<file path="src/rtl/vga_sync_gen.sv">
// 640x480@60 VGA timing generator: clock-enable divider, h/v counters and registered sync/bright decode.
// Optional `VGA_FRAME_TICK_EN adds a one-clk frame_tick pulse at the first pixel after the visible area.
module vga_sync_gen #(
   parameter int CLK_DIV = 4,
   parameter int H_TOTAL = 800,
   parameter int H_SYNC  = 96,
   parameter int H_START = 144,
   parameter int H_END   = 784,
   parameter int V_TOTAL = 525,
   parameter int V_SYNC  = 2,
   parameter int V_START = 35,
   parameter int V_END   = 515
) (
   input  logic       clk,
   input  logic       rst_n,
   output logic       pix_tick,
   output logic [9:0] hCount,
   output logic [9:0] vCount,
   output logic       hSync,
   output logic       vSync,
   output logic       bright
`ifdef VGA_FRAME_TICK_EN
   ,
   output logic       frame_tick
`endif
);

   localparam int              DIV_W   = (CLK_DIV > 1) ? $clog2(CLK_DIV) : 1;
   localparam logic [DIV_W-1:0] DIV_MAX = DIV_W'(CLK_DIV - 1);
   localparam logic [9:0]      H_MAX   = 10'(H_TOTAL - 1);
   localparam logic [9:0]      V_MAX   = 10'(V_TOTAL - 1);
   localparam logic [9:0]      H_SYNC_C  = 10'(H_SYNC);
   localparam logic [9:0]      H_START_C = 10'(H_START);
   localparam logic [9:0]      H_END_C   = 10'(H_END);
   localparam logic [9:0]      V_SYNC_C  = 10'(V_SYNC);
   localparam logic [9:0]      V_START_C = 10'(V_START);
   localparam logic [9:0]      V_END_C   = 10'(V_END);
   localparam logic [9:0]      V_LAST_C  = 10'(V_END - 1);

   logic [DIV_W-1:0] div_q, div_d;
   logic             step;
   logic             pix_tick_q;
   logic [9:0]       hcnt_q, hcnt_d;
   logic [9:0]       vcnt_q, vcnt_d;
   logic             hsync_q, hsync_d;
   logic             vsync_q, vsync_d;
   logic             bright_q, bright_d;

   // Decode works on the next counter values so sync/bright line up with the counts they accompany.
   always_comb begin
      step   = (div_q == DIV_MAX);
      div_d  = step ? '0 : div_q + 1'b1;
      hcnt_d = hcnt_q;
      vcnt_d = vcnt_q;
      if (step) begin
         if (hcnt_q == H_MAX) begin
            hcnt_d = '0;
            vcnt_d = (vcnt_q == V_MAX) ? '0 : vcnt_q + 10'd1;
         end else begin
            hcnt_d = hcnt_q + 10'd1;
         end
      end
      hsync_d  = (hcnt_d >= H_SYNC_C);
      vsync_d  = (vcnt_d >= V_SYNC_C);
      bright_d = (hcnt_d >= H_START_C) && (hcnt_d < H_END_C) &&
                 (vcnt_d >= V_START_C) && (vcnt_d < V_END_C);
   end

   always_ff @(posedge clk or negedge rst_n) begin
      if (!rst_n) begin
         div_q      <= '0;
         pix_tick_q <= 1'b0;
         hcnt_q     <= '0;
         vcnt_q     <= '0;
         hsync_q    <= 1'b0;
         vsync_q    <= 1'b0;
         bright_q   <= 1'b0;
      end else begin
         div_q      <= div_d;
         pix_tick_q <= step;
         hcnt_q     <= hcnt_d;
         vcnt_q     <= vcnt_d;
         hsync_q    <= hsync_d;
         vsync_q    <= vsync_d;
         bright_q   <= bright_d;
      end
   end

   assign pix_tick = pix_tick_q;
   assign hCount   = hcnt_q;
   assign vCount   = vcnt_q;
   assign hSync    = hsync_q;
   assign vSync    = vsync_q;
   assign bright   = bright_q;

`ifdef VGA_FRAME_TICK_EN
   logic frame_tick_q, frame_tick_d;

   always_comb begin
      frame_tick_d = step && (hcnt_d == H_END_C) && (vcnt_d == V_LAST_C);
   end

   always_ff @(posedge clk or negedge rst_n) begin
      if (!rst_n) begin
         frame_tick_q <= 1'b0;
      end else begin
         frame_tick_q <= frame_tick_d;
      end
   end

   assign frame_tick = frame_tick_q;
`endif

endmodule
</file>
<file path="config.mk">
export PLATFORM = sky130hd
export DESIGN_NAME = vga_sync_gen
export DESIGN_NICKNAME = d
export VERILOG_FILES = /design/src/rtl/vga_sync_gen.sv
export SDC_FILE = /design/constraint.sdc
export NUM_CORES = 1
export LEC_CHECK = 0
export CAP_MARGIN = 5
export CORE_MARGIN = 2
export CORE_UTILIZATION = 42
export CTS_BUF_LIST = sky130_fd_sc_hd__clkbuf_4
export CTS_CLUSTER_SIZE = 8
export DETAILED_ROUTE_END_ITERATION = 16
export HOLD_SLACK_MARGIN = 0.02
export PLACE_DENSITY = 0.78
export SYNTH_ARGS = -nofsm -noshare
export SYNTH_HDL_FRONTEND = slang
export SYNTH_SLANG_ARGS = --single-unit
</file>
<file path="constraint.sdc">
create_clock -name clk -period 3.4 [get_ports clk]
set_input_delay 0.68 -clock clk [delete_from_list [all_inputs] [get_ports clk]]
set_output_delay 0.68 -clock clk [all_outputs]
set_load 0.005 [all_outputs]
</file>
==> results.py <==
metrics = {
    "outcome": {
        "outcome": "finished clean",
    },
    "clock_tree": {
        "hold_buffers": 0,
        "h-tree-depth": 1,
        "numCtsBuffers": 3,
        "cts_root_buffer": "clkbuf_4",
        "clk_pin_slew_worst_paths_ns": 0.13,
        "cts.sinks": 26,
        "worstSkewPairLatency_ns": 0.32,
        "cts_tree": "yes",
        "post_cts_buffers": 0,
        "ctsResizeCount": 0,
        "cts_max_path_buffers": 2,
    },
    "drt": {
        "wl_per_cell_um": 13.7,
        "viasPerCell": 5.53,
        "vias": 1228,
        "wirelength_mm": 3.05,
        "drc": 0,
        "dr.pass1.iters": 4,
        "drt_iter0_drc": 75,
        "drtAntennaViolNets": 0,
    },
    "floorplan": {
        "core_area_um2": 3390,
        "die_w_um": 63.7,
        "std_cell_rows": 21,
        "ioPinCount": 26,
        "die_area_um2": 4050,
        "initial_core_util_pct": 44.1,
        "die_h_um": 63.7,
    },
    "sta": {
        "fmax_mhz": 342,
        "setup_viol": 0,
        "finalHoldViolations": 0,
        "tns_ns": 0,
        "slew_headroom_pct": 52.5,
        "drv_slew": 0,
        "tightest_slew_ns": 0.694,
        "skew_ns": 0.00728,
        "rsz0062_at_grt": "no",
        "period_minus_slack_ns": 2.92,
        "fin_crit_sh_pct": 86.0,
        "worst_slack_ns": 0.475,
    },
    "synth": {
        "yosysSeqAreaShare_pct": 43.5,
        "synth-main-ff-cell": "dfrtp_1",
        "synth_compound_area_share_pct": 12.1,
        "synth.avg_cell_area_um2": 9.77,
        "synth_cell_types": 43,
        "synth_top_family_by_area": "simple AND/OR/NAND/NOR gates",
        "synthAdderAreaFrac_pct": 3.35,
        "muxShareOfSynthArea_pct": 1.34,
        "post_synth_and_or_nand_nor_area_fraction_pct": 28.1,
        "synth-warning-count": 0,
        "syn-cell-area_um2": 1500,
        "synthXorXnorAreaFrac_pct": 7.03,
        "ys_seq_elements": 26,
        "synth_edf_count": 0,
        "syn_inst": 153,
        "synth_nets": 159,
        "async_reset_ff_share_pct": 100,
    },
    "grt": {
        "grt_pass1_wl_mm": 5.33,
        "grt_usage_pct": 16.5,
        "antenna_found_initial": 0,
        "grt_max_degree": 27,
        "overflow": 0,
        "grt_pass1_vias": 1181,
    },
    "pwr": {
        "leakage_uw": 0.000828,
        "peakVddDrop_uv": 151,
        "power-per-cell-area_nw_per_um2": 252,
    },
    "critical_path": {
        "r2r_slack_ns": 0.48,
        "crit_slowest_cell": "or4_4",
        "cpPeakStageDelay_ns": 0.51,
        "r2r_start": "div_q[0]",
        "path_cells": "ha_1, and4_1, nand4b_4, or3_4, mux2i_1, a31oi_1, or4_4, a221oi_2",
        "crit_type": "reg -> reg",
        "startpoint_type": "register",
        "arrival_ns": 3.16,
        "required_ns": 3.64,
        "startpoint": "div_q[0]",
        "crit_fanout": 9,
        "cp-end-kind": "register",
    },
    "placed_design": {
        "post-place-ws_ns": 0.522,
        "dp_hpwl_mm": 2.29,
        "gp_congestion": 0.895,
        "dp_cells": 218,
        "io_buffers": 25,
    },
    "final_layout": {
        "drive_above_1_share_pct": 9.66,
        "layout.nets": 183,
        "final_cells": 222,
        "multi_input_area_um2": 776,
        "ff_latch_area_um2": 651,
        "antenna_cells": 0,
        "nFillCells": 323,
        "final_util_pct": 52.6,
        "syn_to_final_growth_pct": 19.2,
    },
    "min_path": {
        "hp-class": "reg -> reg",
        "hp-start": "div_q[0]",
    },
    "job": {
        "maxCapViolations": 0,
    },
}
==> cell families (layout without fill, tap and decap cells) <==
family	after synthesis	after routing
AND/OR/NAND/NOR	73	73
flip-flops	26	26
AO/OA/AOI/OAI	25	25
adder cells (fa/ha/maj)	4	4
XOR/XNOR	12	12
multiplexers	2	2
buffers and inverters	11	34
==> final timing paths <==
| kind | to | depth (start not counted) |
|---|---|---|
| max | bright | 8 |
| min | div_q[0] | 1 |
| max reg2reg | bright | 8 |
| min reg2reg | div_q[0] | 1 |
| max in group asynchronous | hCount[6] | 2 |
| min in group asynchronous | vCount[4] | 2 |
==> sequential cells by signal (all words and copies together) (netlist names) <==
register,flops
vCount,10
hCount,10
hSync,1
bright,1
div_q,2
vSync,1
pix_tick,1
==> cell usage after synthesis (2+ instances only) <==
library cell,count,area share [%]
mux2i_1,2,1.3
o31ai_1,2,1.0
clkbuf_1,2,0.50
nor2b_1,2,0.84
nand4_1,6,2.5
dfrtp_1,26,44
and4_1,3,1.8
and3_2,2,1.0
nor3_1,7,2.3
o21ai_0,8,2.7
nor2_1,14,3.5
ha_1,4,3.3
a31oi_1,3,1.3
nand2_1,19,4.8
inv_1,4,1.0
xor2_1,5,2.9
a21oi_1,2,0.67
a32oi_1,2,1.2
buf_6,3,2.3
or2_2,2,0.84
and3_1,3,1.3
nand3_1,5,1.7
xnor2_1,7,4.1
==> layout make-up <==
| cell class | count | area share (%) |
|---|---|---|
| flip-flops and latches | 26 | 36.5 |
| clock buffers | 3 | 1.26 |
| well taps | 46 | 3.23 |
| clock inverters | 1 | 0.211 |
| repair buffers | 26 | 14.5 |
| inverters | 4 | 0.842 |
| multi-input cells | 116 | 43.5 |
==> cells in the final DEF (no fill, tap or decap), types with 5 or more instances in the layout <==
| cell type | Yosys | layout |
|---|---|---|
| nand4_1 | 6 | 6 |
| nand3_1 | 5 | 5 |
| xnor2_1 | 7 | 7 |
| o21ai_0 | 8 | 8 |
| dfrtp_1 | 26 | 26 |
| nor3_1 | 7 | 7 |
| nand2_1 | 19 | 19 |
| xor2_1 | 5 | 5 |
| clkdlybuf4s50_1 | 0 | 25 |
| nor2_1 | 14 | 14 |
==> layer usage <==
layer,global-route usage (%),vias to the layer above,wire length [um]
li1,-,605,-
met3,2.32,4,84
met1,21.6,592,1410
met2,27.4,27,1500
met4,6.79,0,55
met5,0,-,0
==> worst max-delay path: cells and delay by family, from the launching register on <==
family / cells / cell delay, ns
compound gates: 2 / 0.40
fa+ha+maj: 1 / 0.32
flops: 1 / 0.37
mux: 1 / 0.15
simple gates: 4 / 1.59
==> report_power, final <==
| group | internal [uW] | total, uW | switching [uW] |
|---|---|---|---|
| clock | 43.1 | 132 | 88.6 |
| sequential | 309 | 309 | 0 |
| combinational | 1.76 | 7.55 | 5.79 |
| total | 354 | 448 | 94.4 |
==> through the flow <==
stage	hold slack, ns	power, uW	area (um2)
floorplan	0.384	315	1500
global placement	0.412	323	1760
detailed placement	0.422	323	1760
CTS	0.440	456	1780
global route	0.451	470	1780
finish	0.439	448	1780
Power figures use the tool's default switching activity.
